## config.mk

```make
export PLATFORM = sky130hd
export DESIGN_NAME = ysyx_24080014_ifu_flat
export DESIGN_NICKNAME = d
export VERILOG_FILES = /design/src/rtl/ysyx_24080014_ifu_pkg.sv /design/src/rtl/ysyx_24080014_ifu_if.sv /design/src/rtl/ysyx_24080014_ifu.sv /design/src/flat_wrapper.sv
export SDC_FILE = /design/constraint.sdc
export NUM_CORES = 1
export LEC_CHECK = 0
export ABC_AREA = 1
export CORE_UTILIZATION = 46
export DETAILED_ROUTE_END_ITERATION = 8
export HOLD_SLACK_MARGIN = 0.02
export PLACE_DENSITY_LB_ADDON = 0.1
export SYNTH_ARGS = -nofsm -noshare
export SYNTH_HDL_FRONTEND = slang
export SYNTH_SLANG_ARGS = --single-unit
```

## constraint.sdc

```tcl
create_clock -name clk -period 3.6 [get_ports clk]
set_input_delay 0.54 -clock clk [delete_from_list [all_inputs] [get_ports clk]]
set_output_delay 0.54 -clock clk [all_outputs]
set_load 0.02 [all_outputs]
```

## src/rtl/ysyx_24080014_ifu_pkg.sv

```systemverilog
// Shared definitions for the instruction fetch unit: FSM states, fault codes,
// AXI response codes and the reset PC.
package ysyx_24080014_ifu_pkg;

  typedef enum logic [1:0] {
    S_AR      = 2'd0,
    S_R       = 2'd1,
    S_SEND    = 2'd2,
    S_WAIT_PC = 2'd3
  } state_e;

  localparam logic [1:0]  FAULT_NONE     = 2'd0;
  localparam logic [1:0]  FAULT_MISALIGN = 2'd1;
  localparam logic [1:0]  FAULT_BUS      = 2'd2;
  localparam logic [1:0]  RESP_OKAY      = 2'b00;
  localparam logic [31:0] RESET_PC       = 32'h8000_0000;

  function automatic logic [1:0] resp_to_fault(input logic [1:0] resp);
    return (resp != RESP_OKAY) ? FAULT_BUS : FAULT_NONE;
  endfunction

  function automatic logic pc_misaligned(input logic [1:0] pc_lo);
    return (pc_lo != 2'b00);
  endfunction

endpackage

```

## src/rtl/ysyx_24080014_ifu_if.sv

```systemverilog
// AXI4-Lite read channel (AR + R) between the IFU and the instruction SRAM.
interface ysyx_24080014_ifu_if #(
  parameter int XLEN = 32
);
  logic            arvalid;
  logic            arready;
  logic [XLEN-1:0] araddr;
  logic            rvalid;
  logic            rready;
  logic [XLEN-1:0] rdata;
  logic [1:0]      rresp;

  modport master (
    output arvalid, araddr, rready,
    input  arready, rvalid, rdata, rresp
  );

  modport slave (
    input  arvalid, araddr, rready,
    output arready, rvalid, rdata, rresp
  );
endinterface

```

## src/rtl/ysyx_24080014_ifu.sv

```systemverilog
// Multi-cycle instruction fetch unit: one AXI-Lite read per PC, hands
// {pc, inst, fault} to decode and waits for the committed next PC.
module ysyx_24080014_ifu
  import ysyx_24080014_ifu_pkg::*;
#(
  parameter int               XLEN     = 32,
  parameter logic [XLEN-1:0]  RESET_PC = ysyx_24080014_ifu_pkg::RESET_PC
) (
  input  logic                   clk,
  input  logic                   rst,
  ysyx_24080014_ifu_if.master    axi,
  output logic                   inst_valid,
  input  logic                   inst_ready,
  output logic [XLEN-1:0]        inst_pc,
  output logic [XLEN-1:0]        inst,
  output logic [1:0]             inst_fault,
  input  logic                   npc_valid,
  input  logic [XLEN-1:0]        npc,
  output logic [31:0]            perf_fetch_cnt
);

  state_e          state_r, state_s;
  logic [XLEN-1:0] pc_r, pc_s;
  logic            arvalid_r, arvalid_s;
  logic            rready_r, rready_s;
  logic            inst_valid_r, inst_valid_s;
  logic [XLEN-1:0] inst_r, inst_s;
  logic [1:0]      fault_r, fault_s;
  logic [31:0]     cnt_r, cnt_s;

  // State, PC and all output registers
  always_ff @(posedge clk) begin
    if (rst) begin
      state_r      <= S_AR;
      pc_r         <= RESET_PC;
      arvalid_r    <= 1'b0;
      rready_r     <= 1'b0;
      inst_valid_r <= 1'b0;
      inst_r       <= {XLEN{1'b0}};
      fault_r      <= FAULT_NONE;
      cnt_r        <= 32'd0;
    end else begin
      state_r      <= state_s;
      pc_r         <= pc_s;
      arvalid_r    <= arvalid_s;
      rready_r     <= rready_s;
      inst_valid_r <= inst_valid_s;
      inst_r       <= inst_s;
      fault_r      <= fault_s;
      cnt_r        <= cnt_s;
    end
  end

  // Next-state and next-PC selection
  always_comb begin
    state_s = state_r;
    pc_s    = pc_r;
    case (state_r)
      S_AR: begin
        if (pc_misaligned(pc_r[1:0])) begin
          state_s = S_SEND;
        end else if (arvalid_r && axi.arready) begin
          state_s = S_R;
        end else begin
          state_s = S_AR;
        end
      end
      S_R: begin
        if (rready_r && axi.rvalid) begin
          state_s = S_SEND;
        end else begin
          state_s = S_R;
        end
      end
      S_SEND: begin
        if (inst_valid_r && inst_ready) begin
          state_s = S_WAIT_PC;
        end else begin
          state_s = S_SEND;
        end
      end
      S_WAIT_PC: begin
        if (npc_valid) begin
          state_s = S_AR;
          pc_s    = npc;
        end else begin
          state_s = S_WAIT_PC;
        end
      end
      default: begin
        state_s = S_AR;
        pc_s    = RESET_PC;
      end
    endcase
  end

  // Outputs are decoded from the next state so every port comes straight from a flop
  always_comb begin
    arvalid_s    = (state_s == S_AR) && !pc_misaligned(pc_s[1:0]);
    rready_s     = (state_s == S_R);
    inst_valid_s = (state_s == S_SEND);
    inst_s       = inst_r;
    fault_s      = fault_r;
    cnt_s        = cnt_r;
    case (state_r)
      S_AR: begin
        if (pc_misaligned(pc_r[1:0])) begin
          inst_s  = {XLEN{1'b0}};
          fault_s = FAULT_MISALIGN;
        end else begin
          fault_s = fault_r;
        end
      end
      S_R: begin
        if (rready_r && axi.rvalid) begin
          fault_s = resp_to_fault(axi.rresp);
          inst_s  = (axi.rresp == RESP_OKAY) ? axi.rdata : {XLEN{1'b0}};
        end else begin
          fault_s = fault_r;
        end
      end
      S_SEND: begin
        if (inst_valid_r && inst_ready) begin
          cnt_s = cnt_r + 32'd1;
        end else begin
          cnt_s = cnt_r;
        end
      end
      S_WAIT_PC: begin
        cnt_s = cnt_r;
      end
      default: begin
        cnt_s = cnt_r;
      end
    endcase
  end

  assign axi.arvalid    = arvalid_r;
  assign axi.araddr     = pc_r;
  assign axi.rready     = rready_r;
  assign inst_valid     = inst_valid_r;
  assign inst_pc        = pc_r;
  assign inst           = inst_r;
  assign inst_fault     = fault_r;
  assign perf_fetch_cnt = cnt_r;

endmodule
```

## src/flat_wrapper.sv

```systemverilog
// flat-port wrapper written by rule: the top's interface ports become plain ports
module ysyx_24080014_ifu_flat import ysyx_24080014_ifu_pkg::*;
#(
  parameter int               XLEN     = 32,
  parameter logic [XLEN-1:0]  RESET_PC = ysyx_24080014_ifu_pkg::RESET_PC
)
  (clk, rst, inst_valid, inst_ready, inst_pc, inst, inst_fault, npc_valid, npc, perf_fetch_cnt, axi_arvalid, axi_araddr, axi_rready, axi_arready, axi_rvalid, axi_rdata, axi_rresp);
  ysyx_24080014_ifu_if #(.XLEN(XLEN)) axi_i ();
  input  logic clk;
  input  logic rst;
  output logic inst_valid;
  input  logic inst_ready;
  output logic [XLEN-1:0] inst_pc;
  output logic [XLEN-1:0] inst;
  output logic [1:0] inst_fault;
  input  logic npc_valid;
  input  logic [XLEN-1:0] npc;
  output logic [31:0] perf_fetch_cnt;
  output wire logic [$bits(axi_i.arvalid)-1:0] axi_arvalid;
  output wire logic [$bits(axi_i.araddr)-1:0] axi_araddr;
  output wire logic [$bits(axi_i.rready)-1:0] axi_rready;
  input wire logic [$bits(axi_i.arready)-1:0] axi_arready;
  input wire logic [$bits(axi_i.rvalid)-1:0] axi_rvalid;
  input wire logic [$bits(axi_i.rdata)-1:0] axi_rdata;
  input wire logic [$bits(axi_i.rresp)-1:0] axi_rresp;
  assign axi_arvalid = axi_i.arvalid;
  assign axi_araddr = axi_i.araddr;
  assign axi_rready = axi_i.rready;
  assign axi_i.arready = axi_arready;
  assign axi_i.rvalid = axi_rvalid;
  assign axi_i.rdata = axi_rdata;
  assign axi_i.rresp = axi_rresp;
  ysyx_24080014_ifu #(.XLEN(XLEN), .RESET_PC(RESET_PC)) u_core (.clk(clk), .rst(rst), .axi(axi_i), .inst_valid(inst_valid), .inst_ready(inst_ready), .inst_pc(inst_pc), .inst(inst), .inst_fault(inst_fault), .npc_valid(npc_valid), .npc(npc), .perf_fetch_cnt(perf_fetch_cnt));
endmodule
```

After elaboration in Yosys (flattened, before gate mapping)
Cells that the tools add are included.
{"block": "totals", "regBits": 103, "latch_bits": 0, "ramBits": 0, "romBits": 0, "out_inout_bits": 133, "elab_cells": 48, "n_memories": 0}
{"block": "classes", "addsub": 1, "multipliers": 0, "n_div": 0, "magnitude_cmp": 0, "eq_ne": 7, "n_shift": 0, "mux": 16, "n_bitwise": 0, "reduce_logical": 15}
{"cell": "$mux 32", "n": 3}
{"cell": "$pmux 32 s2", "n": 1}
{"cell": "$add 32x1->32 const B", "n": 1}
{"cell": "$mux 2", "n": 8}
{"cell": "$pmux 2 s4", "n": 1}
{"cell": "$reduce_bool 2->1", "n": 4}
{"cell": "$eq 2x2->1 const B", "n": 3}
{"cell": "$logic_not 2->1", "n": 3}
{"cell": "$eq 2x1->1 const B", "n": 2}
{"cell": "$logic_and 1x1->1", "n": 4}
{"cell": "$ne 2x1->1 const B", "n": 2}
{"cell": "$pmux 2 s2", "n": 1}
{"cell": "$reduce_and 2->1", "n": 2}
{"cell": "$reduce_and 3->1", "n": 1}
{"cell": "$mux 1", "n": 2}
{"cell": "$logic_not 1->1", "n": 1}

Logic depth before layout (Yosys ltp)
Gate-level depths: netlist of the first run.
{"block": "depth", "word_depth": 6, "ltp_mapped": 11}

Worst setup path after synthesis of the first run
OpenSTA, ideal clock, no wires.
{"block": "synth_path", "path_type": "flip-flop to flip-flop", "from": "reg u_core.cnt_r[1], in the netlist u_core.perf_fetch_cnt[1]", "to": "reg u_core.cnt_r[26], in the netlist u_core.perf_fetch_cnt[26]", "setup_time_ns": 0.115, "arrival_time_ns": 1.454, "required_time_ns": 3.485, "slack_ns": 2.031, "stages_incl_launch_ff": 9, "path_cell_list": "dfxtp_1 > ha_1 > inv_1 > nor2_2 > nand3_2 > nor2_1 > nand3_1 > nand2_1 > nor2_1"}
{"block": "synth_between", "elab_chain_len": 1}
{"item": "start, declared", "line_no": "ysyx_24080014_ifu.sv:29", "text": "logic [31:0] cnt_r, cnt_s;"}
{"item": "start signal, assigned", "line_no": "ysyx_24080014_ifu.sv:50", "text": "cnt_r <= cnt_s;"}
{"item": "$add 32x1->32", "line_no": "ysyx_24080014_ifu.sv:124", "text": "cnt_s = cnt_r + 32'd1;"}
Every way passes these cells.
A chain may end at the register's enable or synchronous reset.

Worst setup path in the final report of the first run
{"block": "layout_path", "from": "in npc_valid", "to": "reg u_core.pc_r[30], in the netlist u_core.axi.araddr[30]"}
{"block": "layout_between", "elab_chain_len": 1}
{"item": "start, declared", "line_no": "flat_wrapper.sv:16", "text": "input logic npc_valid;"}
{"item": "$reduce_and 2->1 (no line)"}
{"item": "end signal, assigned", "line_no": "ysyx_24080014_ifu.sv:44", "text": "pc_r <= pc_s;"}
{"item": "end, declared", "line_no": "ysyx_24080014_ifu.sv:23", "text": "logic [XLEN-1:0] pc_r, pc_s;"}
Every way passes these cells.

==> impl_metrics.env, run 1 <==
export IMPL_cts_htree_levels=3
export IMPL_grt_pass1_wl_um=21800
export IMPL_rsz0062_at_grt="no"
export IMPL_outcome="completed"
export IMPL_synth_edf_count=0
export IMPL_setup_violations=0
export IMPL_finalClockSkew_ns=0.0130
export IMPL_first_iter_violations=241
export IMPL_clock_root_buffer="clkbuf_8"
export IMPL_synthesis_area_um2=4760
export IMPL_worstPathCellList="clkdlybuf4s50_1, nand3_1, buf_4, inv_1, nand2_1, a21oi_1"
export IMPL_clk_pin_slew_ns=0.09
export IMPL_p_total_mw=3.13
export IMPL_maxCapViolCount=0
export IMPL_numCtsBuffers=9
export IMPL_fin_tns_setup_ns=0
export IMPL_fillers=881
export IMPL_hold_class="reg -> reg"
export IMPL_tritoncts="built"
export IMPL_final_cell_mix="nand2_1 (209), clkdlybuf4s50_1 (204), nor2_1 (105)"
export IMPL_yosys_warnings=0
export IMPL_yosysTopAreaCell="dfxtp_1"
export IMPL_syn_nets=781
export IMPL_final_common_cell="nand2_1"
export IMPL_p_per_area_nw_per_um2=457
export IMPL_overflow=0
export IMPL_diodes=0
export IMPL_drive_above_1_share=0.0458
export IMPL_synthFlopType="dfxtp_1"
export IMPL_die_y_um=104
export IMPL_wl_per_cell_um=12.9
export IMPL_clk_latency_ns=0.35
export IMPL_period_needed_ns=2.05
export IMPL_grt_pass1_vias=4666
export IMPL_layout_nets=941
export IMPL_max_freq_mhz=488
export IMPL_clockBufferDepth=2
export IMPL_gp_congestion=0.887
export IMPL_die_w_um=104
export IMPL_crit_slowest_cell="inv_1"
export IMPL_yosysTopAreaCellShare=0.433
export IMPL_synth_seq_area_share=0.433
export IMPL_grt_max_degree=42
export IMPL_firstDrtPassIters=5
export IMPL_area_growth_pct=43.9
export IMPL_routed_wl_um=13000
export IMPL_antenna_found_initial=0
export IMPL_start_util=0.481
export IMPL_post_route_period_util=0.570
export IMPL_async_flop_share=0
export IMPL_cp_start_kind="input pin"
export IMPL_critPathArrivalTime_ns=2.32
export IMPL_fp_row_count=36
export IMPL_drc_errors=0
export IMPL_cts_repair_resized=0
export IMPL_worstSetupEndpointType="register"
export IMPL_track_usage=0.245
export IMPL_fin_hold_ws_ns=0.473
export IMPL_vias=4897
export IMPL_cts_sinks=103
export IMPL_dieArea_um2=10800
export IMPL_syn_area_per_cell_um2=6.73
export IMPL_slew_violations=0
export IMPL_vias_per_cell=4.87
export IMPL_max_stage_delay_ns=0.65
export IMPL_post_cts_buffers=0
export IMPL_antenna_left=0
export IMPL_path_class="in -> reg"
export IMPL_tightest_slew_ns=0.832
export IMPL_holdBufCountCts=0
export IMPL_peakVddDrop_mv=0.380
export IMPL_power_leakage_nw=2.68
export IMPL_path_max_fanout=35
export IMPL_required_ns=3.87
export IMPL_portBuffers=204
export IMPL_max_slew_margin=0.445
export IMPL_coreArea_um2=9910
export IMPL_hold_viol=0
export IMPL_pin_count=205
export IMPL_dp_hpwl_um=9900
export IMPL_ys_types=29
export IMPL_ys_top_cells_by_area="dfxtp_1 (43%), nand2_1 (16%), a21oi_1 (8.4%), nor2_1 (8.4%), inv_1 (5.8%)"
export IMPL_synth_seq_cells=103
export IMPL_netlist_instances=708
cell usage after synthesis (2+ instances only):
cell type  number
nor2_4          3
buf_6           2
nand3_2         2
clkbuf_1       12
nor2_2          6
a21oi_1        80
nor2_1        106
dfxtp_1       103
buf_2          12
xnor2_1         2
o21ai_0        12
inv_1          74
nand4_1        10
nor3_1          3
nand2_1       209
buf_4          33
inv_2           3
nand3_1        24
buf_1           2
registers in the layout, summed over array words and instances (netlist names):
register / count
u_core.state_r: 2
u_core.perf_fetch_cnt: 32
u_core.axi.araddr: 32
u_core.axi.rready: 1
u_core.inst: 32
u_core.axi.arvalid: 1
u_core.inst_fault: 2
u_core.inst_valid: 1
worst max-delay path: cells and delay by family:
kind | cells | cell delay (ns)
compound gates | 1 | 0.16
buf+inv | 3 | 1.39
simple gates | 2 | 0.23
cells by family after synthesis:
family,share of synthesized area
buffers and inverters,0.142
xor gates and xnor gates,0.00368
and+or+nand+nor,0.317
adders and majority gates,0.00263
AOI/OAI and AO/OA,0.102
DFF,0.433
report_power, final:
part / leakage, nW / switching, mW / internal [mW] / total, mW
sequential: 0.833 / 0.0853 / 1.28 / 1.36
clock: 0.0988 / 0.380 / 0.362 / 0.742
combinational: 1.75 / 0.564 / 0.460 / 1.02
metal layers:
layer  vias up  global-route usage  wire length (µm)
li1       2474                   -                 -
met1      2223               0.280              5330
met2       180               0.448              6490
met3        20              0.0491               830
met4         0              0.0929               320
met5         -                   0                 0
per-stage QoR:
step                      setup WS [ns]  area, µm²   util  cells
after floorplan                    2.03       4760      -    708
after global placement             1.25       6650  0.671    990
after detailed placement           1.17       6650  0.671    990
after CTS                          1.53       6860  0.692   1006
after global routing               1.33       6860  0.692   1006
final                              1.55       6860  0.692   1006
area by class of cell:
type,count,area (µm²),area share
timing repair buffer,210,2090,0.304
sequential,103,2060,0.301
multi-input combinational,466,2040,0.297
inverter,78,293,0.0427
tap,133,166,0.0243
clock buffer,12,155,0.0226
clock inverter,4,53.8,0.00785
worst paths after layout:
path	from	endpoint	slack [ns]	cells after the start
setup / recovery	npc_valid	u_core.axi.araddr[30]	1.55	6
setup reg to reg	u_core.axi.araddr[0]	u_core.inst[3]	1.56	7
hold / removal	u_core.inst_fault[0]	u_core.inst_fault[0]	0.47	2
hold reg to reg	u_core.inst_fault[0]	u_core.inst_fault[0]	0.47	2
Power figures use the tool's default switching activity.
==> run 2, diff against run 1 <==
- CORE_UTILIZATION: 46 -> 43
- clock period: 3.6 -> 2.1 ns (I/O delays scaled with it)
==> run 2 against run 1 <==
Effect of this change:
- final cell count grew 1.2%
- largest power group unchanged
- clock power grew 82%
- via count shrank 0.80%
- clock-buffer cell count shrank 1
==> impl_metrics.env, run 2 (synthesized netlist as in run 1, its figures left out) <==
export IMPL_outcome="completed"
export IMPL_max_slew_margin=0.778
export IMPL_dieArea_um2=11500
export IMPL_clockBufferDepth=2
export IMPL_routed_wl_um=13100
export IMPL_die_y_um=107
export IMPL_setup_violations=0
export IMPL_post_cts_buffers=0
export IMPL_clk_pin_slew_ns=0.09
export IMPL_dp_hpwl_um=9780
export IMPL_hold_class="reg -> reg"
export IMPL_final_common_cell="nand2_1"
export IMPL_hold_end="u_core.axi.araddr[6]"
export IMPL_r2r_cells=8
export IMPL_area_growth_pct=45.9
export IMPL_max_stage_delay_ns=0.66
export IMPL_clock_root_buffer="clkbuf_8"
export IMPL_path_max_fanout=6
export IMPL_overflow=0
export IMPL_critPathBufInv=1
export IMPL_fp_row_count=38
export IMPL_required_ns=1.78
export IMPL_final_cell_mix="nand2_1 (209), clkdlybuf4s50_1 (204), nor2_1 (105)"
export IMPL_use_met3=0.0521
export IMPL_grt_max_degree=67
export IMPL_clk_latency_ns=0.36
export IMPL_diodes=0
export IMPL_first_iter_violations=323
export IMPL_r2r_setup_slack_ns=0.42
export IMPL_regArea_um2=2060
export IMPL_p_per_area_nw_per_um2=786
export IMPL_period_needed_ns=1.79
export IMPL_hold_depth=2
export IMPL_finalClockSkew_ns=0.00664
export IMPL_die_w_um=107
export IMPL_multi_input_area_um2=2040
export IMPL_grt_pass1_vias=4405
export IMPL_start_util=0.440
export IMPL_firstDrtPassIters=4
export IMPL_crit_slowest_cell="clkdlybuf4s50_1"
export IMPL_cp_start_kind="register"
export IMPL_hold_viol=0
export IMPL_fin_hold_ws_ns=0.484
export IMPL_track_usage=0.224
export IMPL_grt_pass1_wl_um=20500
export IMPL_maxCapViolCount=0
export IMPL_path_class="reg -> out"
export IMPL_crit_reg2reg_launch="u_core.perf_fetch_cnt[1]"
export IMPL_layout_nets=947
export IMPL_tritoncts="built"
export IMPL_worstPathCellList="clkdlybuf4s50_1"
export IMPL_globalRouteMet2Util=0.401
export IMPL_coreArea_um2=10800
export IMPL_holdBufCountCts=0
export IMPL_max_freq_mhz=559
export IMPL_rsz0062_at_grt="no"
export IMPL_slew_violations=0
export IMPL_portBuffers=204
export IMPL_tightest_slew_ns=0.333
export IMPL_min_from="u_core.axi.araddr[6]"
export IMPL_vias=4858
export IMPL_vias_per_cell=4.77
export IMPL_cts_htree_levels=3
export IMPL_cts_repair_resized=0
export IMPL_power_leakage_nw=2.73
export IMPL_drc_errors=0
export IMPL_drive_above_1_share=0.0513
export IMPL_pin_count=205
export IMPL_numCtsBuffers=9
export IMPL_peakVddDrop_mv=0.567
export IMPL_wl_per_cell_um=12.8
export IMPL_cts_sinks=103
export IMPL_fin_tns_setup_ns=0
export IMPL_met1_usage=0.261
export IMPL_worstSetupEndpointType="output port"
export IMPL_rr_endpoint="u_core.perf_fetch_cnt[26]"
export IMPL_antenna_left=0
export IMPL_post_route_period_util=0.852
export IMPL_gp_congestion=0.855
export IMPL_critPathArrivalTime_ns=1.47
export IMPL_antenna_found_initial=0
export IMPL_fillers=968
export IMPL_grt_busiest_layer="met2"
export IMPL_crit_family="buffers and inverters"
==> run 2: cell count changes in the layout (fill, tap and decap cells not counted), sizes merged <==
| cell | change |
|---|---|
| clkbuf | -1 |
| bufinv | +1 |
| buf | +6 |
| clkinv | +1 |
| clkinvlp | -2 |
==> run 2: report_power, final <==
group          switching (mW)  internal, mW
logic                   0.963         0.813
registers               0.146          2.19
clock network           0.655         0.695
total                    1.76          3.70
==> run 2: through the flow <==
step	std cells	setup slack (ns)	utilization	total power [mW]	area (µm²)
5_1_grt	1018	0.250	0.641	5.81	6950
6_report	1018	0.311	0.641	5.46	6950
3_3_place_gp	1003	0.248	0.622	4.12	6740
3_5_place_dp	1003	0.195	0.622	4.16	6740
2_1_floorplan	708	0.531	-	3.41	4760
4_1_cts	1018	0.297	0.641	5.52	6950
==> run 2: area by class of cell <==
type,count,share of cell area
Timing Repair Buffer,216,0.312
Multi-Input combinational cell,466,0.293
Tap cell,140,0.0252
Sequential cell,103,0.297
Inverter,78,0.0421
Clock buffer,11,0.0203
Clock inverter,4,0.0101
==> run 2: how the worst max path moves through the flow <==
stage,cells after the start,start,slack (ns),end
2_1_floorplan,8,u_core.perf_fetch_cnt[1],0.53,u_core.perf_fetch_cnt[26]
3_3_place_gp,8,inst_ready,0.25,u_core.perf_fetch_cnt[26]
3_5_place_dp,8,inst_ready,0.20,u_core.perf_fetch_cnt[26]
4_1_cts,1,u_core.perf_fetch_cnt[20],0.30,perf_fetch_cnt[20]
5_1_grt,7,u_core.state_r[1],0.25,u_core.perf_fetch_cnt[18]
6_report,1,u_core.perf_fetch_cnt[24],0.31,perf_fetch_cnt[24]
==> run 2: metal layers <==
layer | part of all wire | vias to the layer above
li1 | - | 2478
met1 | 0.42 | 2181
met2 | 0.49 | 181
met3 | 0.076 | 18
met4 | 0.016 | 0
met5 | 0 | -
